`src/rtl/tc_bcd_display_out_if.sv`:
```
// Load/result bus between the calculator datapath and the display output unit.
interface tc_bcd_display_out_if #(
  parameter int N = 8
);
  logic         LOAD;
  logic [N-1:0] BinTC;
  logic         BUSY;
  logic         DONE;
  logic [6:0]   HEX3;
  logic [6:0]   HEX2;
  logic [6:0]   HEX1;
  logic [6:0]   HEX0;

  modport master (
    output LOAD, BinTC,
    input  BUSY, DONE, HEX3, HEX2, HEX1, HEX0
  );

  modport slave (
    input  LOAD, BinTC,
    output BUSY, DONE, HEX3, HEX2, HEX1, HEX0
  );
endinterface

```
`src/rtl/tc_bcd_display_out.sv`:
```
// Two's complement -> sign/magnitude -> serial BCD -> active-low 7-seg.
// Optional leading-zero blanking: define TC_BCD_DISPLAY_LZB_EN.
module tc_bcd_display_out #(
  parameter int N = 8
) (
  input logic                 CLK,
  input logic                 CLR,
  tc_bcd_display_out_if.slave bus
);

  localparam int CW = $clog2(N + 1);

  typedef enum logic [1:0] {
    IDLE,
    CONVERT,
    UPDATE
  } state_t;

  state_t          state;
  state_t          state_nxt;
  logic            sign;
  logic [N-1:0]    mag;
  logic [11:0]     bcd;
  logic [11:0]     bcd_adj;
  logic [CW-1:0]   cnt;
  logic [N+11:0]   sh;

  function automatic logic [3:0] adj(input logic [3:0] d);
    return (d >= 4'd5) ? d + 4'd3 : d;
  endfunction

  function automatic logic [6:0] seg(input logic [3:0] d);
    logic [6:0] s;
    case (d)
      4'd0:    s = 7'h40;
      4'd1:    s = 7'h79;
      4'd2:    s = 7'h24;
      4'd3:    s = 7'h30;
      4'd4:    s = 7'h19;
      4'd5:    s = 7'h12;
      4'd6:    s = 7'h02;
      4'd7:    s = 7'h78;
      4'd8:    s = 7'h00;
      4'd9:    s = 7'h10;
      default: s = 7'h7F;
    endcase
    return s;
  endfunction

  assign bcd_adj = {adj(bcd[11:8]), adj(bcd[7:4]), adj(bcd[3:0])};
  assign sh      = {bcd_adj, mag} << 1;
  assign bus.BUSY = (state != IDLE);

  always_ff @(posedge CLK or negedge CLR) begin
    if (!CLR) state <= IDLE;
    else      state <= state_nxt;
  end

  always_comb begin
    state_nxt = state;
    unique case (state)
      IDLE:    if (bus.LOAD) state_nxt = CONVERT;
      CONVERT: if (cnt == CW'(N - 1)) state_nxt = UPDATE;
      UPDATE:  state_nxt = IDLE;
      default: state_nxt = IDLE;
    endcase
  end

  always_ff @(posedge CLK or negedge CLR) begin
    if (!CLR) begin
      sign     <= 1'b0;
      mag      <= '0;
      bcd      <= '0;
      cnt      <= '0;
      bus.DONE <= 1'b0;
      bus.HEX3 <= 7'h7F;
      bus.HEX2 <= 7'h7F;
      bus.HEX1 <= 7'h7F;
      bus.HEX0 <= 7'h7F;
    end else begin
      bus.DONE <= 1'b0;
      unique case (state)
        IDLE: begin
          if (bus.LOAD) begin
            sign <= bus.BinTC[N-1];
            mag  <= bus.BinTC[N-1] ? (~bus.BinTC) + N'(1) : bus.BinTC;
            bcd  <= '0;
            cnt  <= '0;
          end
        end
        CONVERT: begin
          {bcd, mag} <= sh;
          cnt        <= cnt + CW'(1);
        end
        UPDATE: begin
          bus.DONE <= 1'b1;
          bus.HEX3 <= sign ? 7'h3F : 7'h7F;
          bus.HEX0 <= seg(bcd[3:0]);
`ifdef TC_BCD_DISPLAY_LZB_EN
          bus.HEX2 <= (bcd[11:8] == 4'd0) ? 7'h7F : seg(bcd[11:8]);
          bus.HEX1 <= (bcd[11:4] == 8'd0) ? 7'h7F : seg(bcd[7:4]);
`else
          bus.HEX2 <= seg(bcd[11:8]);
          bus.HEX1 <= seg(bcd[7:4]);
`endif
        end
        default: ;
      endcase
    end
  end

endmodule

```
`src/flat_wrapper.sv`:
```
// flat-port wrapper written by rule: the top's interface ports become plain ports
module tc_bcd_display_out_flat 
#(
  parameter int N = 8
)
  (CLK, CLR, bus_LOAD, bus_BinTC, bus_BUSY, bus_DONE, bus_HEX3, bus_HEX2, bus_HEX1, bus_HEX0);
  tc_bcd_display_out_if #(.N(N)) bus_i ();
  input logic CLK;
  input logic CLR;
  input wire logic [$bits(bus_i.LOAD)-1:0] bus_LOAD;
  input wire logic [$bits(bus_i.BinTC)-1:0] bus_BinTC;
  output wire logic [$bits(bus_i.BUSY)-1:0] bus_BUSY;
  output wire logic [$bits(bus_i.DONE)-1:0] bus_DONE;
  output wire logic [$bits(bus_i.HEX3)-1:0] bus_HEX3;
  output wire logic [$bits(bus_i.HEX2)-1:0] bus_HEX2;
  output wire logic [$bits(bus_i.HEX1)-1:0] bus_HEX1;
  output wire logic [$bits(bus_i.HEX0)-1:0] bus_HEX0;
  assign bus_i.LOAD = bus_LOAD;
  assign bus_i.BinTC = bus_BinTC;
  assign bus_BUSY = bus_i.BUSY;
  assign bus_DONE = bus_i.DONE;
  assign bus_HEX3 = bus_i.HEX3;
  assign bus_HEX2 = bus_i.HEX2;
  assign bus_HEX1 = bus_i.HEX1;
  assign bus_HEX0 = bus_i.HEX0;
  tc_bcd_display_out #(.N(N)) u_core (.CLK(CLK), .CLR(CLR), .bus(bus_i));
endmodule
```
`config.mk`:
```
export PLATFORM = sky130hd
export DESIGN_NAME = tc_bcd_display_out_flat
export DESIGN_NICKNAME = d
export VERILOG_FILES = /design/src/rtl/tc_bcd_display_out_if.sv /design/src/rtl/tc_bcd_display_out.sv /design/src/flat_wrapper.sv
export SDC_FILE = /design/constraint.sdc
export NUM_CORES = 1
export LEC_CHECK = 0
export BUFFER_PORTS_ARGS = -buffer_cell sky130_fd_sc_hd__buf_2
export CAP_MARGIN = 0
export CORE_AREA = 2 2 78 80
export CTS_CLUSTER_SIZE = 30
export DETAILED_ROUTE_END_ITERATION = 16
export DIE_AREA = 0 0 80 82
export GPL_ROUTABILITY_DRIVEN = 0
export PLACE_DENSITY = 0.74
export SLEW_MARGIN = 20
export SYNTH_ARGS = -nofsm -noshare
export SYNTH_HDL_FRONTEND = slang
export SYNTH_SLANG_ARGS = --single-unit
```
`constraint.sdc`:
```
create_clock -name CLK -period 2 [get_ports CLK]
set_input_delay 0.3 -clock CLK [delete_from_list [all_inputs] [get_ports CLK]]
set_output_delay 0.3 -clock CLK [all_outputs]
set_load 0.02 [all_outputs]
```
# Word-level counts from Yosys, hierarchy flattened
# Memories as Yosys holds them, arrays and structs flattened. A register that Yosys moved wholly into a read port is not among the register bits.
# Cells that the tools add are included.
dict set report classes {
  addsub 5
  magnitude_cmp 3
  n_eq_ne 5
  n_mux 15
  n_bitwise 1
  reduce_logical 9
}
# op count
set op_table {}
lappend op_table {{one-hot mux 12 bit (2 select lines)} 1}
lappend op_table {{two-way mux 8 bit} 2}
lappend op_table {{one-hot mux 8 bit (2 select lines)} 1}
lappend op_table {{greater-or-equal comparator 4 x 3 -> 1 bit, second input constant} 3}
lappend op_table {{two-way mux 12 bit} 1}
lappend op_table {{two-way mux 4 bit} 3}
lappend op_table {{adder 4 x 2 -> 4 bit, second input constant} 2}
lappend op_table {{adder 8 x 1 -> 8 bit, second input constant} 1}
lappend op_table {{NOT 8 bit} 1}
lappend op_table {{one-hot mux 4 bit (2 select lines)} 1}
lappend op_table {{two-way mux 7 bit} 1}
lappend op_table {{AND reduction 2 bit} 3}
lappend op_table {{adder 4 x 1 -> 4 bit, second input constant} 1}
lappend op_table {{== test 4 x 3 -> 1 bit, second input constant} 1}
lappend op_table {{two-way mux 2 bit} 2}
lappend op_table {{one-hot mux 2 bit (2 select lines)} 1}
lappend op_table {{nonzero test 2 bit} 2}
lappend op_table {{adder 3 x 2 -> 3 bit, second input constant} 1}
lappend op_table {{logical NOT 1 bit} 3}
lappend op_table {{two-way mux 3 bit} 1}
lappend op_table {{== test 2 x 1 -> 1 bit, second input constant} 1}
lappend op_table {{== test 2 bit, second input constant} 1}
lappend op_table {{logical NOT 2 bit} 1}
lappend op_table {{!= test 2 x 1 -> 1 bit, second input constant} 1}
lappend op_table {{2 further kinds} 2}
dict set report word_totals {
  ff_bits 35
  romBits 336
  inputBits 11
  output_inout_bits 30
  elab_cells 48
  mem_count 3
}
# name depth width rd rd_ports_with_merged_regs wr line_no
set mem_list {}
lappend mem_list {{(name not given)} 16 7 1 1 0 tc_bcd_display_out.sv:34} ;# case (d)
lappend mem_list {{(name not given)} 16 7 1 1 0 tc_bcd_display_out.sv:34}
lappend mem_list {{(name not given)} 16 7 1 1 0 tc_bcd_display_out.sv:34}

# Depth between registers and ports, before layout
dict set report depth {
  ltp_word 5
  depth_mapped 6
  ltp_nobuf 6
}

# Worst setup path after synthesis
# OpenSTA, ideal clock, no wires.
dict set report synth_path {
  path_kind {register to register}
  start {register u_core.bcd[1]}
  end {register u_core.bcd[3]}
  setup_ns 0.134
  arrival_ns 1.362
  t_required_ns 1.866
  slack_ns 0.503
  stages_incl_launch_ff 7
  n_path_buf 0
  synth_period_minus_slack_ns 1.497
  cell_sequence {dfrtp_1 > inv_1 > ha_1 > ha_1 > o21bai_1 > a22oi_1 > o21ai_0}
}
dict set report synth_between {
  elab_chain_len 3
  word_cells_on_any_way 4
  classes_between {add/sub: 1; order compare: 1; mux: 2}
}
# item line_no
set synth_rtl {}
lappend synth_rtl {{start, declared} tc_bcd_display_out.sv:23} ;# logic [11:0] bcd;
lappend synth_rtl {{start signal, assigned} tc_bcd_display_out.sv:92} ;# {bcd, mag} <= sh;
lappend synth_rtl {{adder 4 x 2 -> 4 bit or greater-or-equal comparator 4 x 3 -> 1 bit (tied branches)} tc_bcd_display_out.sv:29} ;# return (d >= 4'd5) ? d + 4'd3 : d;
lappend synth_rtl {{two-way mux 4 bit *} tc_bcd_display_out.sv:29}
lappend synth_rtl {{one-hot mux 12 bit (2 select lines) *} tc_bcd_display_out.sv:82} ;# unique case (state)
# Every way passes the cells marked *; elsewhere a longest branch is shown, timed or not.
# A chain may end at the register's enable or synchronous reset.

# Worst setup path after layout
dict set report layout_path {
  start {register u_core.bcd[1]}
  end {register u_core.bcd[1]}
}
dict set report layout_between {
  elab_chain_len 3
}
# item line_no
set layout_rtl {}
lappend layout_rtl {{greater-or-equal comparator 4 x 3 -> 1 bit} tc_bcd_display_out.sv:29}
lappend layout_rtl {{two-way mux 4 bit} tc_bcd_display_out.sv:29}
lappend layout_rtl {{one-hot mux 12 bit (2 select lines)} tc_bcd_display_out.sv:82}
# Every way passes these cells.

==> results.py <==
metrics = {
    "status": {
        "run_status": "complete, no violations",
    },
    "routing": {
        "initial_drc_count": 134,
        "avgRoutedWirePerCell_um": 12.7,
        "drt_first_pass_iters": 4,
        "drc_errors": 0,
        "post_drt_via_cell_ratio": 5.33,
        "route.final.wire_length_um": 5200,
        "drt.antenna.violating_nets": 0,
        "vias": 2180,
    },
    "power": {
        "p_leak_uw": 0.00143,
        "power.ir.vdd_worst_mv": 0.621,
        "power-per-cell-area_nw_per_um2": 1610,
    },
    "clock_tree": {
        "numCtsBuffers": 5,
        "clkTransAtPathRegs_ns": 0.09,
        "number_of_instances_resized_during_post_cts_repair": 0,
        "cts.path.max_buffers": 2,
        "clock_tree.htree_level_count": 2,
        "cts_root_buf": "clkbuf_8",
        "tritoncts_clock_tree": "yes",
        "clock_sinks": 50,
        "cts_setup_buffers": 0,
        "clock_insertion_delay_worst_skew_ns": 0.30,
    },
    "job": {
        "drv.max_cap_violation_count": 0,
    },
    "sta": {
        "max_clock_freq_ghz": 0.576,
        "worst_tran_pin_value_ns": 0.504,
        "timing.setup.tns_ns": 0,
        "hold_viol": 0,
        "min_period_over_period_pct": 86.9,
        "grt_setup_unrepaired": "false",
        "final-max-slew-violation-count": 0,
        "timing.final.setup_violations": 0,
        "final.hold.worst_slack_ns": 0.299,
        "maxSlewHeadroom_pct": 66.4,
        "clock_skew_ns": 0.00626,
        "period_needed_ns": 1.74,
    },
    "grt": {
        "grt_util_all_layers_pct": 17.3,
        "pin_count_of_the_biggest_net_entering_global_routing": 39,
        "antenna_violations_before_repair": 0,
        "first_global_vias": 2016,
        "grt_first_pass_wirelength_um": 9000,
        "global_route.overflow_total": 0,
    },
    "logic_synthesis": {
        "yosysWarningCount": 0,
        "yosys_register_bits": 50,
        "synthDistinctLibCells": 42,
        "syn-instance-count": 303,
        "synth_area_per_cell_um2": 9.25,
        "synth.yosys.seq_area_share_pct": 45.6,
        "synthesis.area_um2": 2800,
    },
    "critical_path": {
        "cp-start-kind": "register",
        "reg2reg_end": "u_core.bcd[1]",
        "timing_worst_setup_path_type": "reg -> reg",
        "worst-r2r-cell-count": 6,
        "crit_fanout": 8,
        "critical_path.endpoint_type": "register",
        "r2r-start": "u_core.bcd[1]",
        "timing.critical_path.arrival_ns": 1.91,
        "reg2reg_setup_slack_ns": 0.26,
        "crit_required_ns": 2.17,
    },
    "final_layout": {
        "final_layout_size_suffix_gt1_share_pct": 22.5,
        "fillCellCount": 527,
        "seq_area_um2": 1280,
        "antenna_cells_inserted": 0,
        "nNetsFinal": 362,
        "final_cells": 409,
        "flow.area_growth_from_synthesis_pct": 11.9,
        "multi_input_area_um2": 1370,
    },
    "floorplan": {
        "core_area_um2": 5750,
        "design.die.area_um2": 6560,
        "die_height_um": 82,
        "io_pins": 41,
        "floorplan.die.width_um": 80,
        "initial_cell_density_of_the_core_pct": 48.8,
        "rows": 28,
    },
    "place": {
        "post-place-cells": 400,
        "port_buffers": 34,
        "hpwlAfterDp_um": 3700,
    },
    "hold_path": {
        "worst_hold_path_type": "in -> reg",
        "timing.hold.worst.start": "bus_BinTC[7]",
        "worstHoldEndpoint": "u_core.sign",
        "hold-path-cell-count": 3,
    },
}
[metal layers]
metal	share of wire, %	GRT usage, %
met1	49	23.2
met2	46	27.9
met3	4.1	3.41
met4	1.2	6.61
met5	0	0
[flip-flops by register name, indices dropped and copies added (netlist names)]
name             count
u_core.bcd          12
u_core.mag           8
u_core.bus.HEX0      7
u_core.bus.HEX1      7
u_core.bus.HEX2      7
u_core.cnt           4
u_core.state         2
u_core.bus.DONE      1
u_core.bus.HEX3      1
u_core.sign          1
[cells in the mapped netlist]
| cell type | instances | area share (%) |
|---|---|---|
| clkbuf_1 | 5 | 0.67 |
| conb_1 | 1 | 0.13 |
| mux2_2 | 2 | 0.80 |
| buf_4 | 6 | 1.6 |
| nand3_1 | 3 | 0.54 |
| or4_4 | 1 | 0.40 |
| ha_1 | 18 | 8.0 |
| nor3_2 | 1 | 0.36 |
| a22o_1 | 1 | 0.31 |
| o21ai_0 | 38 | 6.8 |
| nor2b_1 | 2 | 0.45 |
| a31oi_1 | 1 | 0.22 |
| mux2i_1 | 2 | 0.71 |
| a211oi_1 | 1 | 0.27 |
| a21oi_1 | 19 | 3.4 |
| xor2_1 | 6 | 1.9 |
| nor4_2 | 1 | 0.45 |
| o311ai_0 | 2 | 0.62 |
| buf_2 | 11 | 2.0 |
| inv_1 | 16 | 2.1 |
| o22ai_1 | 1 | 0.22 |
| o21ai_2 | 1 | 0.31 |
| or3b_1 | 1 | 0.31 |
| nor3b_1 | 1 | 0.27 |
| xnor2_1 | 5 | 1.6 |
| o31ai_1 | 12 | 3.2 |
| o211ai_1 | 1 | 0.27 |
| o31ai_2 | 1 | 0.45 |
| and3_1 | 1 | 0.22 |
| nor3_1 | 2 | 0.36 |
| nand4_1 | 1 | 0.22 |
| nand2_1 | 47 | 6.3 |
| and2_1 | 1 | 0.22 |
| a21o_1 | 1 | 0.27 |
| o22a_1 | 2 | 0.62 |
| o21bai_1 | 4 | 1.1 |
| dfstp_2 | 22 | 21 |
| nand2b_1 | 11 | 2.5 |
| nor2_1 | 15 | 2.0 |
| a22oi_1 | 6 | 1.6 |
| a221o_1 | 2 | 0.71 |
| dfrtp_1 | 28 | 25 |
[final cells by class]
| class | instances | share of cell area, % |
|---|---|---|
| clock inverter | 2 | 1.20 |
| clock buffer | 6 | 2.31 |
| inverter | 16 | 1.91 |
| sequential | 50 | 40.7 |
| tap | 75 | 2.99 |
| multi-input combinational | 220 | 43.5 |
| timing repair buffer | 40 | 7.34 |
[layout by cell type, fill, tap and decap left out, types with 2 or more instances in the layout]
| master | Yosys | final |
|---|---|---|
| mux2_2 | 2 | 2 |
| buf_2 | 11 | 34 |
| conb_1 | 1 | 6 |
| inv_1 | 16 | 16 |
| xor2_1 | 6 | 6 |
| nand2_1 | 47 | 47 |
| xnor2_1 | 5 | 5 |
| ha_1 | 18 | 18 |
| nor3_1 | 2 | 2 |
| nand2b_1 | 11 | 11 |
| mux2i_1 | 2 | 2 |
| o22a_1 | 2 | 2 |
| o31ai_1 | 12 | 12 |
| clkbuf_8 | 0 | 5 |
| dfstp_2 | 22 | 22 |
| a22oi_1 | 6 | 6 |
| o311ai_0 | 2 | 2 |
| a221o_1 | 2 | 2 |
| nor2_1 | 15 | 15 |
| nor2b_1 | 2 | 2 |
| a21oi_1 | 19 | 19 |
| o21bai_1 | 4 | 4 |
| o21ai_0 | 38 | 38 |
| nand3_1 | 3 | 3 |
| buf_4 | 6 | 4 |
| dfrtp_1 | 28 | 28 |
[worst max-delay path by stage]
| stage | start | end |
|---|---|---|
| after floorplan | u_core.bcd[1] | u_core.bcd[3] |
| final | u_core.bcd[1] | u_core.bcd[1] |
| after detailed placement | u_core.bcd[1] | u_core.bcd[1] |
| after CTS | u_core.bcd[1] | u_core.bcd[2] |
| after global placement | u_core.bcd[9] | u_core.bcd[10] |
| after global routing | u_core.bcd[1] | u_core.bcd[2] |
[power breakdown]
group	internal, uW	switching [uW]	leakage, uW
Clock	373	322	0.0000514
Sequential	1570	409	0.000585
Combinational	972	1420	0.000794
Total	2910	2150	0.00143
[timing repair]
action                     in CTS  in global routing
setup endpoints to repair       0                  0
hold endpoints to repair        9                  0
hold buffers                    1                  0
[stage by stage]
stage	setup WS, ns	power (uW)	instance area [um2]	util [%]
after detailed placement	0.319	4370	3020	52.5
after floorplan	0.503	3760	2820	-
after CTS	0.288	5090	3140	54.6
after global routing	0.118	5520	3140	54.6
final	0.262	5060	3140	54.6
after global placement	0.387	4280	3020	52.5
[cells by family (layout without fill, tap and decap cells)]
family                   count (synthesis)  after routing  share of synthesized area (%)
multiplexers                             4              4                           1.52
flip-flops                              50             50                           45.6
AND/OR/NAND/NOR                         88             88                           14.5
XOR/XNOR                                11             11                           3.44
buffers and inverters                   38             64                           6.38
adder cells (fa/ha/maj)                 18             18                           8.03
AO/OA/AOI/OAI                           93             93                           20.3
other                                    1              6                          0.134
[worst max-delay path: stages (launching register included)]
cell and delay [ns]:
dfrtp_1 0.49, inv_1 0.14, ha_1 0.22, nand2b_1 0.17
a21oi_1 0.34, xnor2_1 0.16, o21ai_0 0.08
Note: power is estimated with default switching activity, not from simulation.
